### src/rtl/ex_mem_wb_pipe.sv
// EX/MEM and MEM/WB pipeline register bank: carries EX results through MEM into WB,
// selects write-back data, inserts WB bubbles on data-memory stalls, counts retirements.
module ex_mem_wb_pipe #(
  parameter int XLEN  = 32,
  parameter int CNT_W = 32
) (
  input  logic             clk_i,
  input  logic             rst_i,
  input  logic             ex_valid,
  input  logic [4:0]       ex_rd,
  input  logic             ex_regw,
  input  logic             ex_memtoreg,
  input  logic             ex_memr,
  input  logic             ex_memw,
  input  logic [XLEN-1:0]  ex_alu_res,
  input  logic [XLEN-1:0]  ex_store_data,
  input  logic             mem_stall,
  input  logic [XLEN-1:0]  dmem_rdata,
  output logic             EM_valid,
  output logic [4:0]       EM_rd,
  output logic             EM_regw,
  output logic             EM_memr,
  output logic             EM_memw,
  output logic [XLEN-1:0]  EM_alu_res,
  output logic [XLEN-1:0]  EM_store_data,
  output logic             MW_valid,
  output logic [4:0]       MW_rd,
  output logic             MW_regw,
  output logic [XLEN-1:0]  MW_wb_data,
  output logic [CNT_W-1:0] retire_cnt
);

  logic memtoreg_em;

  // NOTE: all state here uses non-blocking assignments so every register samples
  // pre-edge values; the MEM/WB capture below relies on reading the old EM_* values.
  always_ff @(posedge clk_i) begin
    if (rst_i) begin
      EM_valid      <= 1'b0;
      EM_rd         <= '0;
      EM_regw       <= 1'b0;
      EM_memr       <= 1'b0;
      EM_memw       <= 1'b0;
      EM_alu_res    <= '0;
      EM_store_data <= '0;
      memtoreg_em   <= 1'b0;
      MW_valid      <= 1'b0;
      MW_rd         <= '0;
      MW_regw       <= 1'b0;
      MW_wb_data    <= '0;
      retire_cnt    <= '0;
    end else begin
      if (MW_valid) begin
        retire_cnt <= retire_cnt + CNT_W'(1);
      end

      if (mem_stall) begin
        // EX/MEM holds so the memory request persists; WB sees a bubble.
        MW_valid <= 1'b0;
        MW_rd    <= '0;
        MW_regw  <= 1'b0;
      end else begin
        EM_valid      <= ex_valid;
        EM_rd         <= ex_valid ? ex_rd : 5'd0;
        EM_regw       <= ex_valid & ex_regw & (ex_rd != 5'd0);
        EM_memr       <= ex_valid & ex_memr;
        EM_memw       <= ex_valid & ex_memw;
        EM_alu_res    <= ex_alu_res;
        EM_store_data <= ex_store_data;
        memtoreg_em   <= ex_memtoreg;

        MW_valid   <= EM_valid;
        MW_rd      <= EM_rd;
        MW_regw    <= EM_regw;
        MW_wb_data <= memtoreg_em ? dmem_rdata : EM_alu_res;
      end
    end
  end

endmodule

### config.mk
export PLATFORM = sky130hd
export DESIGN_NAME = ex_mem_wb_pipe
export DESIGN_NICKNAME = d
export VERILOG_FILES = /design/src/rtl/ex_mem_wb_pipe.sv
export SDC_FILE = /design/constraint.sdc
export NUM_CORES = 1
export LEC_CHECK = 0
export ABC_AREA = 1
export CAP_MARGIN = 5
export CORE_ASPECT_RATIO = 0.5
export CORE_MARGIN = 2
export CORE_UTILIZATION = 50
export DETAILED_ROUTE_END_ITERATION = 12
export DONT_BUFFER_PORTS = 1
export HOLD_SLACK_MARGIN = 0.15
export SLEW_MARGIN = 20
export SYNTH_ARGS = -nofsm -noshare
export SYNTH_HDL_FRONTEND = slang
export SYNTH_SLANG_ARGS = --single-unit
export TNS_END_PERCENT = 30
### constraint.sdc
create_clock -name clk_i -period 2.4 [get_ports clk_i]
set_input_delay 0.24 -clock clk_i [delete_from_list [all_inputs] [get_ports clk_i]]
set_output_delay 0.24 -clock clk_i [all_outputs]
set_load 0.05 [all_outputs]
==> flow_summary.ini <==
[synth]
yosysTopAreaCell = dfxtp_1
synth_cell_type_count = 28
syn_nets = 890
yosysWarnings = 0
synth-async-reset-ratio = 0
seq_area_frac_synth = 0.5040
synth_edf_count = 0
avgSynthCellArea_um2 = 7.384
synth_area_um2 = 5759
ys.flop_type = dfxtp_1
synth_cells = 780
yosysTopAreaCellShare = 0.5040
synth_seq_cells = 145
ys_top_cells_by_area = dfxtp_1 (50%), nand2_1 (13%), nand3_1 (10%)

[timing]
drv_slew = 0
tns_ps = 0
period_share = 0.9238
setup_slack_ps = 182.9
max_freq_mhz = 451.0
tightest_slew_ps = 726.2
finalCriticalPeriod_ps = 2217
finalClockSkew_ps = 8.359
setup-violations-final = 0
rsz0062_at_grt = no
hold_viol_final = 0
slew_headroom = 0.5142

[min_path]
min_path_type = input port to register

[detailed_routing]
route.final.wire_length_mm = 20.25
vias_per_cell = 5.438
ant_nets = 0
wl_per_cell_um = 17.92
first_pass_iters = 8
drc = 0
num_vias = 6145
drt-initial-drc-count = 633

[flow_run]
drv_cap = 0

[critical_path]
critical_path_required_ps = 2700
cp_max_fo = 57
crit_type = input port to register
start_kind = input port
rrSetupSlack_ps = 780
endpoint_kind = register
cp.arrival_ps = 2520

[final_layout]
fillers = 828
final_common_cell = nand2_1
diodes = 0
layout.nets = 1083
drive_gt1_frac = 0.09543
final_cell_mix = nand2_1 (201), dlygate4sd3_1 (177), dfxtp_1 (145)
design_area_um2 = 8447
area_growth_pct = 46.67

[die]
placementRows = 27
die_h_um = 79.89
die_w_um = 155.8
dieArea_um2 = 12450
coreArea_um2 = 11110
pin_count = 253
start_util = 0.5182

[global_routing]
antenna_found_initial = 0
grt_pass1_wl_mm = 31.61
grt_pass1_vias = 6155
grt_max_degree = 58
track_usage = 0.3249
overflow = 0

[pwr]
ir_drop_uv = 440.8
power.density_nw_per_um2 = 722.2
p_leak_nw = 3.606

[placed_design]
place_congestion = 0.9167
port_buffers = 0
dp_hpwl_mm = 11.19
pre_cts_ws_ps = 881.6
place_area_um2 = 6051

[cts]
h-tree-depth = 4
clock_latency_ps = 410
cts.sinks = 145
clock_path_buffers = 2
cts_buffers = 17
cts_resized = 0
clock-root-buffer = clkbuf_16
path_clk_slew_ps = 60
cts_tree = built

[run_status]
status = finished, final reports clean
## timing repair
action | 4_1_cts | 5_1_grt
setup endpoints to repair | 0 | 8
hold endpoints to repair | 118 | 0
hold buffers | 178 | 0
setup buffers | 0 | 2
## power by group
| part | internal, mW | switching (mW) |
|---|---|---|
| logic | 0.268 | 0.235 |
| clock network | 1.54 | 1.10 |
| registers | 2.51 | 0.449 |
## kinds of logic after synthesis
logic type | synth area share
simple gates | 0.3450
flops | 0.5040
compound gates | 0.08473
buf+inv | 0.05649
xor+xnor | 0.007605
fa+ha+maj | 0.002172
## registers in the layout, indices dropped and copies added (netlist names), 5 cells and up
register,count
MW_wb_data,32
EM_alu_res,32
EM_store_data,32
retire_cnt,32
MW_rd,5
EM_rd,5
## per-stage QoR
step	instances	util	hold slack, ps	power, mW
after detailed placement	918	0.5444	317.1	3.223
after floorplan	780	-	318.5	3.168
after CTS	1127	0.7581	160.9	6.076
after global routing	1130	0.7600	215.0	6.279
final	1130	0.7600	194.7	6.100
after global placement	918	0.5444	315.7	3.217
## path summary, 6_finish.rpt
kind	depth (start not counted)	from	end
max reg2reg	3	EM_alu_res[23]	EM_alu_res[23]
min reg2reg	2	retire_cnt[18]	retire_cnt[18]
max	7	rst_i	EM_store_data[20]
min	2	mem_stall	EM_regw
## area by class of cell
class	instances	area (µm²)	share of cell area
multi-input cells	555	2537	0.3004
flip-flops and latches	145	2903	0.3437
well taps	145	181.4	0.02148
repair buffers	215	2095	0.2480
inverters	39	147.6	0.01748
clock buffers	17	425.4	0.05036
clock inverters	14	157.7	0.01866
## layer usage
layer,global-route usage,vias to the layer above,part of all wire
met4,0.1459,0,0.027
met3,0.1021,60,0.098
met1,0.3739,2838,0.39
met5,0,-,0
li1,-,2926,-
met2,0.5619,321,0.49
## worst max-delay path: stages
cell and delay (ps):
dlygate4sd3_1 1010, nor2_4 120, buf_4 180, buf_12 170
nand2_1 120, nand2_1 70, dlygate4sd3_1 560
## synthesized netlist by cell type, types with 3 or more instances
library cell	instances
nand2_1	201
dfxtp_1	145
nand3_1	120
nor2_1	97
o21ai_0	65
inv_1	37
clkbuf_1	20
buf_2	14
a21oi_1	13
nand4_1	9
nor2_2	9
o21ai_1	9
nor2_4	8
buf_1	7
nor3_1	5
o22ai_1	3
xnor2_1	3
Note: power is estimated with default switching activity, not from simulation.
